==> src/rtl/l2_arbiter.sv <==
// Four-client arbiter for the single L2 port: round-robin among ICache, DCache and IOMMU,
// with a starvation-promoted prefetcher, one outstanding L2 access and a BUSY-state watchdog.
module l2_arbiter #(
    parameter int ADDR_W      = 32,
    parameter int LINE_W      = 256,
    parameter int PF_MAX_WAIT = 16,
    parameter int TIMEOUT     = 1024
) (
    input  logic                  clk,
    input  logic                  reset,
    input  logic [3:0]            req,
    input  logic [4*ADDR_W-1:0]   req_addr,
    input  logic [3:0]            req_we,
    input  logic [4*LINE_W-1:0]   req_wdata,
    output logic [3:0]            done,
    output logic [3:0]            err,
    output logic [LINE_W-1:0]     rdata,
    output logic                  busy,
    output logic [1:0]            grant_id,
    output logic [ADDR_W-1:0]     l2_paddr,
    output logic                  l2_request,
    output logic                  l2_write_en,
    output logic [LINE_W-1:0]     l2_write_data,
    input  logic [LINE_W-1:0]     l2_data,
    input  logic                  l2_done,
    output logic [1:0]            dbg_state
);

    // Handshake: a client holds req (and its addr/we/wdata) until it sees its done or err bit;
    // l2_request stays high from grant until l2_done is sampled or the watchdog expires, and
    // l2_data is taken only on a cycle where l2_done is high while an access is outstanding.

    localparam int WD_W = (TIMEOUT > 2) ? $clog2(TIMEOUT) : 1;
    localparam int PF_W = $clog2(PF_MAX_WAIT + 1);

    typedef enum logic [1:0] {
        IDLE = 2'd0,
        BUSY = 2'd1,
        RESP = 2'd2
    } state_t;

    state_t          state;
    logic [1:0]      rr_last;
    logic [PF_W-1:0] pf_wait;
    logic [WD_W-1:0] wd_cnt;
    logic [1:0]      winner;
    logic            pf_promote;
    logic            grant_pf;
    logic            winner_writes;

    assign dbg_state = state;

    // Prefetcher wins when it is alone or has waited long enough; otherwise rotate over 0..2.
    always_comb begin
        pf_promote = req[3] && ((req[2:0] == 3'b000) || (pf_wait >= PF_W'(PF_MAX_WAIT)));
        winner     = 2'd3;
        if (!pf_promote) begin
            case (rr_last)
                2'd0:    winner = req[1] ? 2'd1 : (req[2] ? 2'd2 : 2'd0);
                2'd1:    winner = req[2] ? 2'd2 : (req[0] ? 2'd0 : 2'd1);
                default: winner = req[0] ? 2'd0 : (req[1] ? 2'd1 : 2'd2);
            endcase
        end
    end

    assign grant_pf      = (state == IDLE) && (req != 4'b0000) && (winner == 2'd3);
    assign winner_writes = (winner == 2'd1) || (winner == 2'd2);

    always_ff @(posedge clk or negedge reset) begin
        if (!reset) begin
            pf_wait <= '0;
        end else if (!req[3] || grant_pf) begin
            pf_wait <= '0;
        end else if (pf_wait != PF_W'(PF_MAX_WAIT)) begin
            pf_wait <= pf_wait + 1'b1;
        end
    end

    always_ff @(posedge clk or negedge reset) begin
        if (!reset) begin
            state         <= IDLE;
            rr_last       <= 2'd2;
            wd_cnt        <= '0;
            done          <= '0;
            err           <= '0;
            rdata         <= '0;
            busy          <= 1'b0;
            grant_id      <= 2'd0;
            l2_paddr      <= '0;
            l2_request    <= 1'b0;
            l2_write_en   <= 1'b0;
            l2_write_data <= '0;
        end else begin
            done <= '0;
            err  <= '0;
            case (state)
                IDLE: begin
                    if (req != 4'b0000) begin
                        grant_id      <= winner;
                        l2_paddr      <= req_addr[int'(winner)*ADDR_W +: ADDR_W];
                        l2_write_en   <= req_we[winner] && winner_writes;
                        l2_write_data <= winner_writes ? req_wdata[int'(winner)*LINE_W +: LINE_W] : '0;
                        l2_request    <= 1'b1;
                        busy          <= 1'b1;
                        wd_cnt        <= '0;
                        state         <= BUSY;
                        if (winner != 2'd3) begin
                            rr_last <= winner;
                        end
                    end
                end
                BUSY: begin
                    // A completion on the watchdog's last cycle still counts as success.
                    if (l2_done) begin
                        rdata            <= l2_data;
                        done[grant_id]   <= 1'b1;
                        l2_request       <= 1'b0;
                        state            <= RESP;
                    end else if (wd_cnt == WD_W'(TIMEOUT - 1)) begin
                        err[grant_id]    <= 1'b1;
                        l2_request       <= 1'b0;
                        busy             <= 1'b0;
                        state            <= IDLE;
                    end else begin
                        wd_cnt <= wd_cnt + 1'b1;
                    end
                end
                RESP: begin
                    busy  <= 1'b0;
                    state <= IDLE;
                end
                default: begin
                    state <= IDLE;
                end
            endcase
        end
    end

endmodule

==> config.mk <==
export PLATFORM = sky130hd
export DESIGN_NAME = l2_arbiter
export DESIGN_NICKNAME = d
export VERILOG_FILES = /design/src/rtl/l2_arbiter.sv
export SDC_FILE = /design/constraint.sdc
export NUM_CORES = 1
export LEC_CHECK = 0
export CAP_MARGIN = 20
export CORE_AREA = 2 2 774 776
export DETAILED_ROUTE_END_ITERATION = 12
export DIE_AREA = 0 0 776 778
export DONT_BUFFER_PORTS = 1
export PLACE_DENSITY_LB_ADDON = 0.25
export SETUP_SLACK_MARGIN = 0.02
export SLEW_MARGIN = 20
export SYNTH_ARGS = -nofsm -noshare
export SYNTH_HDL_FRONTEND = slang
export SYNTH_SLANG_ARGS = --single-unit
==> constraint.sdc <==
create_clock -name clk -period 3.6 [get_ports clk]
set_input_delay 0.18 -clock clk [delete_from_list [all_inputs] [get_ports clk]]
set_output_delay 0.18 -clock clk [all_outputs]
set_load 0.01 [all_outputs]
=== After elaboration in Yosys (flattened, before gate mapping) ===
Cells that the tools add are included.

* Bits in writable memories: 0
* Logic and storage cells: 92
* Latch bits: 0
* Register bits: 576
* Output and inout port bits: 559
* ROM bits: 0
* Memories kept: 0

* Multiplexer cells: 34
* Reduce and logical (&&, ||, !) cells: 23
* $add $sub $neg: 2
* Div/mod/pow operators: 0
* Equality and inequality tests: 14
* $mul: 0
* Bitwise gates (word level): 0
* Order comparisons: 4
* Shifts and indexed selects: 2

{| class="wikitable"
|+ Operators by type and width
! cell !! count
|-
| variable part select 1024 x 11 -> 256 bit || 1
|-
| 2-to-1 mux 256 bit || 1
|-
| variable part select 128 x 8 -> 32 bit || 1
|-
| 2-to-1 mux 10 bit || 3
|-
| 2-to-1 mux 4 bit || 5
|-
| case mux 10 bit (2 select lines) || 1
|-
| 2-to-1 mux 2 bit || 9
|-
| adder 10 x 1 -> 10 bit, second input constant || 1
|-
| == test 10 bit, second input constant || 1
|-
| 2-to-1 mux 5 bit || 2
|-
| != test 2 bit, second input constant || 4
|-
| case mux 2 bit (2 select lines) || 2
|-
| AND reduction 4 bit || 2
|-
| 2-to-1 mux 1 bit || 7
|-
| == test 2 x 1 -> 1 bit, second input constant || 3
|-
| == test 2 bit, second input constant || 3
|-
| less-than comparator 2 x 3 -> 1 bit, second input constant || 2
|-
| AND reduction 2 bit || 3
|-
| AND reduction 3 bit || 2
|-
| adder 5 x 1 -> 5 bit, second input constant || 1
|-
| greater-or-equal comparator 5 bit, second input constant || 1
|-
| logical AND 1 bit || 5
|-
| != test 5 bit, second input constant || 1
|-
| zero test 2 bit || 2
|-
| 13 further kinds || 16
|}

=== Depth between registers and ports, before layout ===
Gate-level depths: netlist of run 1.

* Depth in word-level cells: 8
* Gate-level depth with buffers: 12
* Depth with buffers taken out: 8

=== Worst setup path before layout of run 1 ===
No wires, ideal clock.

* Path kind: register -> register
* Start: register rr_last[1]
* End: register l2_write_data[215]
* Path slack: 919 ps
* Library setup time: 135 ps
* Data required time: 3465 ps
* Stages on the path, launching flop included: 13
* Buffers on the path: 5
* Arrival time: 2547 ps
* Cells stage by stage: dfstp_2 -> or3b_1 -> or3b_4 -> buf_6 -> buf_6 -> buf_6 -> nor2_1 -> inv_1 -> ha_1 -> nand2_1 -> buf_2 -> clkbuf_1 -> o31ai_1

* Longest elaborated chain between the ends: 6
* Elaborated cells on any way between the ends: 9
* Classes of those cells: 3 x eq/ne; 1 x shift; 3 x mux; 2 x reduce/logical

{| class="wikitable"
|+ Ends and longest elaborated chain
! item !! RTL line !! RTL
|-
| start: declaration || 43 || <nowiki>logic [1:0] rr_last;</nowiki>
|-
| start signal: assignment || 108 || <nowiki>rr_last <= winner;</nowiki>
|-
| == test 2 x 1 -> 1 bit / zero test 2 bit (equally long branches) || 58 || <nowiki>case (rr_last)</nowiki>
|-
| case mux 2 bit (2 select lines) (*) || 58 ||
|-
| 2-to-1 mux 2 bit (*) || 57 || <nowiki>if (!pf_promote) begin</nowiki>
|-
| via winner[0] || 46 || <nowiki>logic [1:0] winner;</nowiki>
|-
| parallel branches: the longest is 2 deep, another holds variable part select 1024 x 11 -> 256 bit || n/a ||
|-
| 2-to-1 mux 256 bit (*) || 102 || <nowiki>l2_write_data <= winner_writes ? req_wdata[int'(winner)*LINE_W +: LINE_W] : '0;</nowiki>
|-
| end signal: assignment || 102 ||
|-
| end: declaration || 23 || <nowiki>output logic [LINE_W-1:0] l2_write_data,</nowiki>
|}

Mark *: on every way through the listed nets, which the timed path passes.
A chain may end at the register's enable or synchronous reset.

=== Worst setup path in the final report of run 1 ===
* Start: register rr_last[1]
* End: register l2_write_data[133]

* Longest elaborated chain between the ends: 6
* Elaborated cells on any way between the ends: 9
* Classes of those cells: 3 x eq/ne; 1 x shift; 3 x mux; 2 x reduce/logical

{| class="wikitable"
|+ Ends and longest elaborated chain
! item !! RTL line
|-
| == test 2 x 1 -> 1 bit / zero test 2 bit (equally long branches) || 58
|-
| case mux 2 bit (2 select lines) (*) || 58
|-
| 2-to-1 mux 2 bit (*) || 57
|-
| parallel branches: the longest is 2 deep, another holds variable part select 1024 x 11 -> 256 bit || n/a
|-
| 2-to-1 mux 256 bit (*) || 102
|}

Every way passes the cells marked *.

==> results.sh, run 1 <==
export IMPL_track_usage=0.1359
export IMPL_cp_start_kind="flop"
export IMPL_fin_skew_ns=0.07315
export IMPL_worst_slack_ns=0.02540
export IMPL_relSlewSlack=0.2335
export IMPL_cts_tree="built"
export IMPL_dr_wl_met2_mm=187.8
export IMPL_synth_avg_cell_area_um2=10.57
export IMPL_syn_area_um2=28260
export IMPL_synthToLayoutAreaGrowth_pct=104.5
export IMPL_htree_levels=3
export IMPL_worstPathArrival_ns=4.31
export IMPL_rsz0062_at_grt="yes"
export IMPL_cts_root_buf="clkbuf_16"
export IMPL_cp_buffers_inverters=3
export IMPL_finalSetupViolCount=0
export IMPL_place_gp_congestion=0.9851
export IMPL_yosys_register_bits=576
export IMPL_dp_hpwl_mm=377.1
export IMPL_die_h_um=778
export IMPL_start_util=0.04742
export IMPL_failed_checks="antenna violations"
export IMPL_cts_inserted_buffers=91
export IMPL_yosysWarnings=0
export IMPL_fillers=68560
export IMPL_fin_crit_sh=0.9929
export IMPL_firstDrtPassIters=5
export IMPL_synth_async_sr_flop_share=1.000
export IMPL_ir_drop_mv=0.3780
export IMPL_synth_edf_count=0
export IMPL_wl_met3_mm=55.38
export IMPL_setup_tns_final_ns=0
export IMPL_cts_clk_slew_worst_paths_ns=0.06
export IMPL_clk_path_buf_depth=4
export IMPL_power_leakage_nw=20.42
export IMPL_grt_pass1_vias=33320
export IMPL_vias=34190
export IMPL_path_cells="or3b_1, or3b_4, buf_12, and2_1, a211oi_1, dlygate4sd3_1, o31ai_1, dlygate4sd3_1"
export IMPL_synth_fp_nets=4100
export IMPL_nets=5582
export IMPL_drt_met1_wl_mm=158.0
export IMPL_cp_end_kind="flop"
export IMPL_synth_cell_types=50
export IMPL_holdWs_ns=0.07513
export IMPL_cpPeakStageDelay_ns=0.63
export IMPL_highest_signal_layer="met5"
export IMPL_clock_latency_ns=0.86
export IMPL_crit_slowest_cell="dlygate4sd3_1"
export IMPL_cpMostUsedCell="dlygate4sd3_1"
export IMPL_rows=284
export IMPL_grt_pass1_wl_mm=503.7
export IMPL_synth_main_ff_cell="dfrtp_1"
export IMPL_cts_sinks=576
export IMPL_cap_viol_max_count=0
export IMPL_synth_seq_area_share=0.5101
export IMPL_drc_errors=0
export IMPL_power_density_nw_per_um2=822.5
export IMPL_io_buffers=0
export IMPL_worstPathMaxFanout=54
export IMPL_postSynthCellCount=2674
export IMPL_dp_slack_ns=0.3450
export IMPL_run_status="finished with violations"
export IMPL_worstMarginPinSlew_ns=1.150
export IMPL_wl_mm=431.1
export IMPL_dieArea_um2=603700
export IMPL_vias_per_cell=2.725
export IMPL_initialDrtViolationCount=2543
export IMPL_wl_per_cell_um=34.37
export IMPL_antenna_found_initial=611
export IMPL_drive_gt1_frac=0.1431
export IMPL_hold_violations=0
export IMPL_postRouteAntennaNets=2
export IMPL_core_um2=595900
export IMPL_path_class="flop to flop"
export IMPL_finalMaxSlewViolations=0
export IMPL_cp_top_family="buffers and inverters"
export IMPL_io_pins=1978
export IMPL_required_ns=4.34
export IMPL_min_path_type="input port to flop"
export IMPL_max_freq_mhz=279.8
export IMPL_min_period_ns=3.575
export IMPL_grt_overflow=0
export IMPL_die_w_um=776
export IMPL_grt_max_degree=146
-- layout make-up --
cell class	instances	area, µm²	share of cell area
Antenna cell	463	1159	0.02005
Inverter	9	33.78	0.0005845
Timing Repair Buffer	1644	16560	0.2866
Multi-Input combinational cell	1834	12850	0.2223
Sequential cell	576	14420	0.2494
Tap cell	7865	9841	0.1703
Clock buffer	125	2565	0.04438
Clock inverter	27	371.6	0.006430
-- final timing paths --
check / from / to / slack (ns) / cells past startpoint
hold reg to reg: wd_cnt[0] / wd_cnt[0] / 0.54 / 1
hold / removal: req[0] / grant_id[0] / 0.08 / 4
max in group asynchronous: reset / l2_write_data[82] / 1.78 / 5
setup / recovery: rr_last[1] / l2_write_data[133] / 0.03 / 8
min in group asynchronous: reset / wd_cnt[2] / 0.16 / 3
setup reg to reg: rr_last[1] / l2_write_data[133] / 0.03 / 8
-- routing by layer --
| metal | vias up | track usage |
|---|---|---|
| met5 | - | 0.0001567 |
| met4 | 296 | 0.07856 |
| met3 | 1121 | 0.07278 |
| met2 | 2614 | 0.2078 |
| met1 | 16580 | 0.1494 |
| li1 | 13580 | - |
-- synthesized netlist by cell type (3+ instances only) --
cell      instances  share of area
buf_4             8         0.0021
nand2b_1          5         0.0011
buf_1             7        0.00093
a32oi_1          31         0.0096
nand4_1           3        0.00066
a211oi_1        254          0.067
a21oi_1           8         0.0014
xnor2_1           4         0.0012
and2_0            9         0.0020
xor2_1            4         0.0012
nor2_1           30         0.0040
mux2i_1           3         0.0011
ha_1              7         0.0031
inv_1             9         0.0012
o211ai_1          3        0.00080
o221ai_1         31         0.0096
buf_2            68          0.012
clkbuf_1        163          0.022
nand3_1           5        0.00089
mux2_2          257           0.10
buf_6             9         0.0036
nor3_1            6         0.0011
o31ai_2           3         0.0013
nand2_1         368          0.049
a211oi_2          3         0.0013
nor2b_1           3        0.00066
o22ai_1         257          0.057
o21ai_0          12         0.0021
dfrtp_1         575           0.51
and2_1          250          0.055
o31ai_1         255          0.068
-- stage by stage --
step           power [mW]     util  cells  cell area [µm²]
2_1_floorplan       20.64        -   2674            28260
5_1_grt             49.89  0.09596  12300            57180
6_report            47.54  0.09699  12540            57800
4_1_cts             48.42  0.09480  12070            56490
3_5_place_dp        32.52  0.06509  10450            38790
3_3_place_gp        32.41  0.06509  10450            38780
-- cell usage in the layout (no fill, tap or decap), types with 9 or more instances in the layout --
| cell type | Yosys | routed |
|---|---|---|
| nor2_1 | 30 | 28 |
| a211oi_1 | 254 | 250 |
| nand2_1 | 368 | 367 |
| inv_1 | 9 | 9 |
| and2_0 | 9 | 9 |
| dlygate4sd3_1 | 0 | 1470 |
| o221ai_1 | 31 | 31 |
| o21ai_0 | 12 | 12 |
| o31ai_1 | 255 | 255 |
| dfrtp_1 | 575 | 574 |
| a32oi_1 | 31 | 31 |
| o22ai_2 | 0 | 10 |
| clkbuf_1 | 163 | 18 |
| buf_12 | 0 | 27 |
| diode_2 | 0 | 463 |
| mux2_2 | 257 | 257 |
| buf_16 | 0 | 9 |
| clkbuf_8 | 0 | 16 |
| and2_1 | 250 | 248 |
| clkbuf_16 | 0 | 92 |
| buf_4 | 8 | 135 |
| o22ai_1 | 257 | 247 |
-- worst register-to-register path, cell delays in order (launching register included) --
cell and delay (ns):
dfstp_2 0.58, or3b_1 0.18, or3b_4 0.50, buf_12 0.20, and2_1 0.50, a211oi_1 0.23
dlygate4sd3_1 0.63, o31ai_1 0.08, dlygate4sd3_1 0.56
-- flip-flops by register name, summed over array words and instances (netlist names), 4 cells and up --
register,flops
l2_write_data,256
pf_wait,5
wd_cnt,10
done,4
l2_paddr,32
err,4
rdata,256
-- cells by family (layout without fill, tap and decap cells) --
| logic type | after synthesis | after routing | share of synthesized area |
|---|---|---|---|
| buf+inv | 264 | 1805 | 0.04153 |
| other cells | 0 | 463 | 0 |
| fa+ha+maj | 7 | 7 | 0.003099 |
| mux | 260 | 260 | 0.1035 |
| simple gates | 693 | 693 | 0.1184 |
| flops | 576 | 576 | 0.5101 |
| xor+xnor | 8 | 8 | 0.002479 |
| compound gates | 866 | 866 | 0.2209 |
-- power breakdown --
part	total [mW]	internal, mW	leakage, nW	switching (mW)
Clock	9.40	5.40	1.44	4.00
Combinational	21.1	10.5	11.8	10.7
Sequential	17.0	9.29	7.15	7.72
-- repair_timing --
action	4_1_cts	5_1_grt
setup buffers	0	6
hold buffers	1472	0
hold endpoints to repair	932	0
resized for setup	0	10
setup endpoints to repair	0	92
Note: power is estimated with default switching activity, not from simulation.
==> inputs of run 2 (changes only) <==
--- a/config.mk
+++ b/config.mk
@@ -11,6 +11,7 @@
 export DIE_AREA = 0 0 776 778
 export DONT_BUFFER_PORTS = 1
 export PLACE_DENSITY_LB_ADDON = 0.25
+export RECOVER_POWER = 100
 export SETUP_SLACK_MARGIN = 0.02
 export SLEW_MARGIN = 20
 export SYNTH_ARGS = -nofsm -noshare
==> results.sh, run 2 (synthesized netlist as in run 1, its figures left out) <==
export IMPL_ff2ff_path_depth=8
export IMPL_die_h_um=778
export IMPL_cts_inserted_buffers=91
export IMPL_required_ns=4.34
export IMPL_io_buffers=0
export IMPL_finalMaxSlewViolations=366
export IMPL_antenna_found_initial=613
export IMPL_cp_buffers_inverters=3
export IMPL_hold_violations=0
export IMPL_drive_gt1_frac=0.1405
export IMPL_r2r_end="l2_write_data[133]"
export IMPL_ir_drop_mv=0.3469
export IMPL_run_status="finished with violations"
export IMPL_firstDrtPassIters=5
export IMPL_rsz0062_at_grt="yes"
export IMPL_path_cells="or3b_1, or3b_4, buf_12, and2_0, a211oi_1, dlygate4sd3_1, o31ai_1, dlygate4sd3_1"
export IMPL_worstPathMaxFanout=54
export IMPL_rows=284
export IMPL_relSlewSlack=-0.8478
export IMPL_final_cell_mix="dlygate4sd3_1, dfrtp_1, nand2_1"
export IMPL_min_path_cells=6
export IMPL_grt_pass1_vias=33320
export IMPL_die_w_um=776
export IMPL_path_class="flop to flop"
export IMPL_failed_checks="max-capacitance violations, max-slew violations"
export IMPL_htree_levels=3
export IMPL_vias=34140
export IMPL_critPathCapture="l2_write_data[133]"
export IMPL_core_um2=595900
export IMPL_min_path_type="input port to flop"
export IMPL_cpMostUsedCell="dlygate4sd3_1"
export IMPL_cpPeakStageDelay_ns=0.62
export IMPL_drc_errors=0
export IMPL_postRouteAntennaNets=0
export IMPL_cts_sinks=576
export IMPL_fillers=68590
export IMPL_max_freq_mhz=282.2
export IMPL_wl_mm=431.2
export IMPL_dp_hpwl_mm=377.1
export IMPL_fin_skew_ns=0.07488
export IMPL_cts_tree="built"
export IMPL_place_gp_congestion=0.9851
export IMPL_grt_pass1_wl_mm=503.7
export IMPL_reg2reg_slack_ns=0.06
export IMPL_initialDrtViolationCount=2540
export IMPL_nets=5582
export IMPL_start_util=0.04742
export IMPL_setup_tns_final_ns=0
export IMPL_io_pins=1978
export IMPL_reg2reg_from="rr_last[1]"
export IMPL_cts_root_buf="clkbuf_16"
export IMPL_worstPathArrival_ns=4.28
export IMPL_cp_top_family="buffers and inverters"
export IMPL_cts_clk_slew_worst_paths_ns=0.06
export IMPL_power_leakage_nw=20.32
export IMPL_top_regs="l2_write_data (256), rdata (256), l2_paddr (32)"
export IMPL_grt_overflow=0
export IMPL_crit_slowest_cell="dlygate4sd3_1"
export IMPL_min_period_ns=3.543
export IMPL_worst_slack_ns=0.05669
export IMPL_power_density_nw_per_um2=823.7
export IMPL_wl_per_cell_um=34.44
export IMPL_cp_start_kind="flop"
export IMPL_cap_viol_max_count=3
export IMPL_dieArea_um2=603700
export IMPL_grt_max_degree=146
export IMPL_dp_slack_ns=0.3450
export IMPL_final_common_cell="dlygate4sd3_1"
export IMPL_cp_end_kind="flop"
export IMPL_clock_latency_ns=0.86
export IMPL_finalSetupViolCount=0
export IMPL_finalPower_mw=47.42
export IMPL_vias_per_cell=2.727
export IMPL_clk_path_buf_depth=4
export IMPL_fin_crit_sh=0.9843
export IMPL_startpoint="rr_last[1]"
export IMPL_multi_input_area_um2=12810
export IMPL_worstSetupPathDepth=8
export IMPL_seq_area_um2=14420
export IMPL_synthToLayoutAreaGrowth_pct=103.7
export IMPL_track_usage=0.1359
export IMPL_worstMarginPinSlew_ns=2.772
run 2: cell types whose count changed in the layout (fill, tap and decap cells not counted), moves of 2 or more:
cell      delta
diode_2     -22
and2_0      +17
and2_1      -17
buf_4       -12
clkbuf_4     +7
clkbuf_1     +6
buf_16       -5
buf_6        +3
buf_12       -2
clkbuf_2     +2
run 2: report_power, final:
part	leakage, nW	switching, mW	internal (mW)
clock	1.44	4.00	5.40
combinational	11.7	10.6	10.4
sequential	7.15	7.71	9.29
total	20.3	22.3	25.1
run 2: worst min path at each step:
| stage | from | to | slack (ns) |
|---|---|---|---|
| CTS | req_addr[64] | l2_paddr[0] | 0.002 |
| global route | l2_data[248] | rdata[248] | 0.01 |
| finish | req[0] | wd_cnt[1] | 0.09 |
| global placement | reset | rdata[198] | -0.11 |
| detailed placement | reset | rdata[198] | -0.11 |
| floorplan | reset | busy | -0.12 |
run 2: cell type report:
| type | instances | area share |
|---|---|---|
| Inverter | 9 | 0.0005869 |
| Multi-Input combinational cell | 1834 | 0.2226 |
| Antenna cell | 441 | 0.01917 |
| Clock inverter | 27 | 0.006456 |
| Sequential cell | 576 | 0.2504 |
| Tap cell | 7865 | 0.1710 |
| Clock buffer | 125 | 0.04456 |
| Timing Repair Buffer | 1644 | 0.2853 |
run 2: worst min-delay path: cells and delay by family:
kind                   cells  cell delay, ns
buffers and inverters      2            0.36
and+or+nand+nor            4            0.28
run 2: timing repair:
action	CTS	global route
hold endpoints to repair	932	0
setup endpoints to repair	0	92
gates resized for setup	0	10
setup buffers	0	6
hold buffers	1472	0
run 2: stage by stage:
step	std cells	hold WS [ns]	area, µm²	utilization
detailed placement	10450	-0.1129	38790	0.06509
finish	12520	0.09249	57560	0.09659
CTS	12070	0.001924	56490	0.09480
floorplan	2674	-0.1156	28260	-
global placement	10450	-0.1116	38780	0.06509
global route	12310	0.01008	57030	0.09570
run 2: metal layers:
metal / vias up / track usage / share of wire
met5: - / 0.0001567 / 0.0045
li1: 13550 / - / -
met4: 304 / 0.07856 / 0.066
met1: 16580 / 0.1494 / 0.37
met3: 1126 / 0.07278 / 0.13
met2: 2581 / 0.2078 / 0.44
